--- src/rtl/stream_tx.sv ---
// Burst stream transmitter: one command yields cmd_len_i+1 beats on a valid/ready port.
// STREAM_TX_LFSR_EN selects the LFSR data pattern in place of the default incrementing one.
module stream_tx #(
  parameter int IDLE_GAP = 0
) (
  input  logic       clk,
  input  logic       reset,
  input  logic       cmd_valid_i,
  input  logic [7:0] cmd_len_i,
  input  logic [7:0] cmd_seed_i,
  output logic       cmd_ready_o,
  input  logic       e_ready_i,
  output logic       e_valid_o,
  output logic [7:0] e_data_o,
  output logic       e_last_o,
  output logic       done_o
);

  typedef enum logic [1:0] {S_IDLE, S_SEND, S_GAP} state_t;

  localparam int          C_GL       = (IDLE_GAP > 0) ? IDLE_GAP - 1 : 0;
  localparam logic [3:0]  C_GAP_LAST = 4'(C_GL);

  state_t      r_state, w_next;
  logic [7:0]  r_len;
  logic [7:0]  r_data;
  logic [8:0]  r_cnt;
  logic [3:0]  r_gap;
  logic        r_done;

  logic        w_cmd_hs, w_beat_hs, w_last, w_last_hs, w_gap_end;
  logic [7:0]  w_seed;

  function automatic logic [7:0] f_succ(input logic [7:0] d);
`ifdef STREAM_TX_LFSR_EN
    return {d[6:0], d[7] ^ d[5] ^ d[4] ^ d[3]};
`else
    return d + 8'd1;
`endif
  endfunction

`ifdef STREAM_TX_LFSR_EN
  // All-zero is the LFSR lock-up state, so it is never loaded.
  assign w_seed = (cmd_seed_i == 8'h00) ? 8'h01 : cmd_seed_i;
`else
  assign w_seed = cmd_seed_i;
`endif

  assign w_cmd_hs  = cmd_valid_i && (r_state == S_IDLE);
  assign w_beat_hs = (r_state == S_SEND) && e_ready_i;
  assign w_last    = (r_state == S_SEND) && (r_cnt == {1'b0, r_len});
  assign w_last_hs = w_beat_hs && w_last;
  assign w_gap_end = (r_state == S_GAP) && (r_gap == C_GAP_LAST);

  always_ff @(posedge clk) begin
    if (reset) r_state <= S_IDLE;
    else       r_state <= w_next;
  end

  always_comb begin
    w_next = r_state;
    case (r_state)
      S_IDLE: if (w_cmd_hs)  w_next = S_SEND;
      S_SEND: if (w_last_hs) w_next = (IDLE_GAP > 0) ? S_GAP : S_IDLE;
      S_GAP:  if (w_gap_end) w_next = S_IDLE;
      default:               w_next = S_IDLE;
    endcase
  end

  // Data and count advance only on a non-final handshake, so a stalled beat repeats.
  always_ff @(posedge clk) begin
    if (reset) begin
      r_len  <= 8'h00;
      r_data <= 8'h00;
      r_cnt  <= 9'd0;
      r_gap  <= 4'd0;
      r_done <= 1'b0;
    end else begin
      r_done <= w_last_hs;
      if (w_cmd_hs) begin
        r_len  <= cmd_len_i;
        r_data <= w_seed;
        r_cnt  <= 9'd0;
      end else if (w_beat_hs && !w_last) begin
        r_cnt  <= r_cnt + 9'd1;
        r_data <= f_succ(r_data);
      end
      if (w_last_hs)               r_gap <= 4'd0;
      else if (r_state == S_GAP)   r_gap <= r_gap + 4'd1;
    end
  end

  assign cmd_ready_o = (r_state == S_IDLE);
  assign e_valid_o   = (r_state == S_SEND);
  assign e_data_o    = r_data;
  assign e_last_o    = w_last;
  assign done_o      = r_done;

endmodule

--- config.mk ---
export PLATFORM = sky130hd
export DESIGN_NAME = stream_tx
export DESIGN_NICKNAME = d
export VERILOG_FILES = /design/src/rtl/stream_tx.sv
export SDC_FILE = /design/constraint.sdc
export NUM_CORES = 1
export LEC_CHECK = 0
export CORE_MARGIN = 10
export CORE_UTILIZATION = 53
export CTS_CLUSTER_SIZE = 16
export DETAILED_ROUTE_END_ITERATION = 10
export PLACE_DENSITY = 0.8
export SYNTH_ARGS = -nofsm -noshare
export SYNTH_HDL_FRONTEND = slang
export SYNTH_SLANG_ARGS = --single-unit
--- constraint.sdc ---
create_clock -name clk -period 3.05 [get_ports clk]
set_clock_uncertainty 0.2 [all_clocks]
set_input_delay 0.61 -clock clk [delete_from_list [all_inputs] [get_ports clk]]
set_output_delay 0.61 -clock clk [all_outputs]
set_load 0.01 [all_outputs]
==> results of run 1 <==
## how the worst max path moves through the flow
stage | start | end | slack (ps) | depth (start not counted)
2_1_floorplan | r_cnt[0] | e_last_o | 1020 | 4
3_3_place_gp | r_cnt[0] | e_last_o | 480 | 5
3_5_place_dp | r_cnt[0] | e_last_o | 450 | 5
4_1_cts | r_cnt[0] | e_last_o | 50 | 5
5_1_grt | r_cnt[0] | e_last_o | -8 | 5
6_report | r_cnt[0] | e_last_o | 100 | 5
## cell usage after synthesis (all sizes together) (2+ instances only)
| library cell | n |
|---|---|
| nand2 | 26 |
| clkbuf | 5 |
| and3 | 2 |
| ha | 2 |
| xor2 | 8 |
| inv | 5 |
| nor3 | 5 |
| mux2i | 3 |
| nor2 | 19 |
| a311oi | 5 |
| nand3 | 5 |
| nand4 | 3 |
| or3 | 2 |
| xnor2 | 3 |
| a211oi | 3 |
| a31o | 2 |
| o21ai | 2 |
| a21oi | 14 |
| a31oi | 2 |
| and4 | 4 |
| a21o | 2 |
| dfxtp | 27 |
| nor4 | 3 |
| buf | 2 |
## tightest hold or removal path, stage by stage, from the launching register on
cell and delay, ps:
dfxtp_1 350, nand2_1 50, a21oi_1 50
## routing by layer
layer / vias to the layer above / global-route usage, % / part of all wire (%)
li1: 648 / - / -
met1: 583 / 17.1 / 45
met2: 38 / 22.4 / 48
met3: 2 / 4.96 / 6.2
met4: 0 / 2.80 / 0.66
met5: - / 0 / 0
## power groups by stage
stage	logic, µW	registers, µW	clock network [µW]
CTS	157	390	176
floorplan	84.0	397	0
global placement	152	395	0
detailed placement	156	398	0
finish	158	390	171
global route	171	393	192
## final cells by class
cell class | count | area, µm²
inverter | 5 | 18.8
sequential | 27 | 541
tap | 30 | 37.5
clock inverter | 1 | 8.76
fill | 198 | 723
timing repair buffer | 35 | 340
multi-input combinational | 125 | 808
clock buffer | 3 | 22.5
## stage by stage
stage | cell area [µm²] | std cells | total power (µW) | setup slack [ps]
6_report | 1780 | 226 | 719 | 98.4
5_1_grt | 1780 | 226 | 756 | -7.58
4_1_cts | 1770 | 226 | 723 | 48.6
3_5_place_dp | 1740 | 222 | 554 | 454
3_3_place_gp | 1740 | 222 | 547 | 477
2_1_floorplan | 1400 | 164 | 481 | 1020
## state kept, by name, indices dropped and copies added, names as in the netlist
signal    flops
r_cnt         9
e_data_o      8
r_state       1
done_o        1
r_len         8
## cells by family (layout without fill, tap and decap cells)
family / count (synthesis) / in the layout
DFF: 27 / 27
buffers and inverters: 12 / 44
xor gates and xnor gates: 11 / 11
adders and majority gates: 2 / 2
AOI/OAI and AO/OA: 33 / 33
and+or+nand+nor: 75 / 75
muxes: 4 / 4
==> metrics.txt, run 1 <==
status complete, no violations; clock power share 23.8%; Global Route Usage Sum 13.8%; post-DP HPWL 2.67 mm; via count 1271; post-synth top area cell dfxtp_1; TNS Setup 0 ps; post-synthesis compound-gate area fraction 17.7%; clk root buf clkbuf_4; YS warnings 0; fin. max-slew vios 0; share of post-route cells with drive strength above 1 9.18%; Slowest cell on crit path clkdlybuf4s50_1; DR WL/cell 15.4 µm; Hold Path End r_len[2]; FF-to-FF Start r_cnt[3]; final core utilization 71.1%; Worst-Skew Late Latency 340 ps; Worst Hold Depth 2; Async S/R FF share, synth 0%; CTS Sinks 27; Critical R2R Capture r_cnt[4]; Synth cell types 40; CP Cell Sequence xor2_1 -> nor4_4 -> nand3_2 -> inv_1 -> clkdlybuf4s50_1; number of synthesized flops with an enable pin 0; FP Rows 18; Sw Pwr 214 µW; Final Wtd Congestion 0.815; largest net degree at the start of global routing 20; Worst-Margin Slew 551 ps; share of Yosys cell area claimed by the top area cell type 38.7%; Final nets 219; Starting Density 55.9%; CTS tree yes; CP Class reg -> out; post-CTS sizing 0; max-cap check violation count 0; hold_ws 282 ps; Post-synth top flop dfxtp_1; commonest non-fill, non-tap cell in the layout clkdlybuf4s50_1; hold_buf cts 0; H-tree level count 1; detailed-route wire length 3.48 mm; Post-CTS Setup Bufs 0; synthesis-to-finish area growth 27.1%; core area 0.00250 mm²; antenna-violating nets left 0; register bit total from synthesis 27; DR pass1 iterations 6; largest family of logic cells by synthesized area simple AND/OR/NAND/NOR gates; fin crit share 96.8%; vias in the first global route 1209; post-DR vias/cell 5.62; overall die height 71.4 µm; Worst-path clk slew 150 ps; R2R cell count 6; Crit Path Max Fanout 6; Longest Clk Path Bufs 2; relative slew slack 63.2%; Worst EP required 2240 ps; post-synthesis xor/xnor area fraction 6.89%; min cycle time layout 2950 ps; maximum vdd ir drop 0.321 mV; Synth Area per Inst 8.52 µm²; DR iter-0 viols 88; Max Fclk 0.339 GHz; Lkg Pwr 0.000702 µW; Post-Syn Area 0.00140 mm²; Comb pwr share 21.9%; worst hold path class reg -> reg; Min-Delay Startpoint r_len[2]; Synth Instances 164; # DRC 0; worst path buffer plus inverter count 2; Crit path max-delay family buffers and inverters; grt total ovfl 0; pwr/cell area 405 mW/mm²; initial antenna violation count 0; post-synthesis mux area share 2.95%; first-pass GRT wire length 5.76 mm; commonest non-fill, non-tap cells in the layout 31 x clkdlybuf4s50_1, 27 x dfxtp_1, 26 x nand2_1; syn_nets 186; Worst Setup Start Kind flop; CTS buffer count 3; Die W 71.4 µm; IO Port Bufs 31; sequential share of power 54.2%; Finish-stage setup viols 0; Adder-Cell Fraction of Synth Area 1.79%; CP arrival 2140 ps; sequential area share after synthesis 38.7%; crit path capture type output port; Area contributors post-synth dfxtp_1 39%, nand2_1 7.0%, nor2_1 5.1%; IO Pins 32; Switching Share 29.8%; Synth Area in Simple Gates 28.1%; peak per-stage delay on the critical path 540 ps; Antenna Cells 0; flop2flop setup slack 890 ps; die area 0.00509 mm²; final hold vios 0; Internal 505 µW
Note: power is estimated with default switching activity, not from simulation.
==> run 2: changes to the inputs <==
--- a/config.mk
+++ b/config.mk
@@ -5,6 +5,7 @@
 export SDC_FILE = /design/constraint.sdc
 export NUM_CORES = 1
 export LEC_CHECK = 0
+export ABC_AREA = 0
 export CORE_MARGIN = 10
 export CORE_UTILIZATION = 53
 export CTS_CLUSTER_SIZE = 16
@@ -13,3 +14,4 @@
 export SYNTH_ARGS = -nofsm -noshare
 export SYNTH_HDL_FRONTEND = slang
 export SYNTH_SLANG_ARGS = --single-unit
+export TNS_END_PERCENT = 10
==> results of run 2 <==
Same layout as run 1: the final DEF is identical, and so are final timing and power.
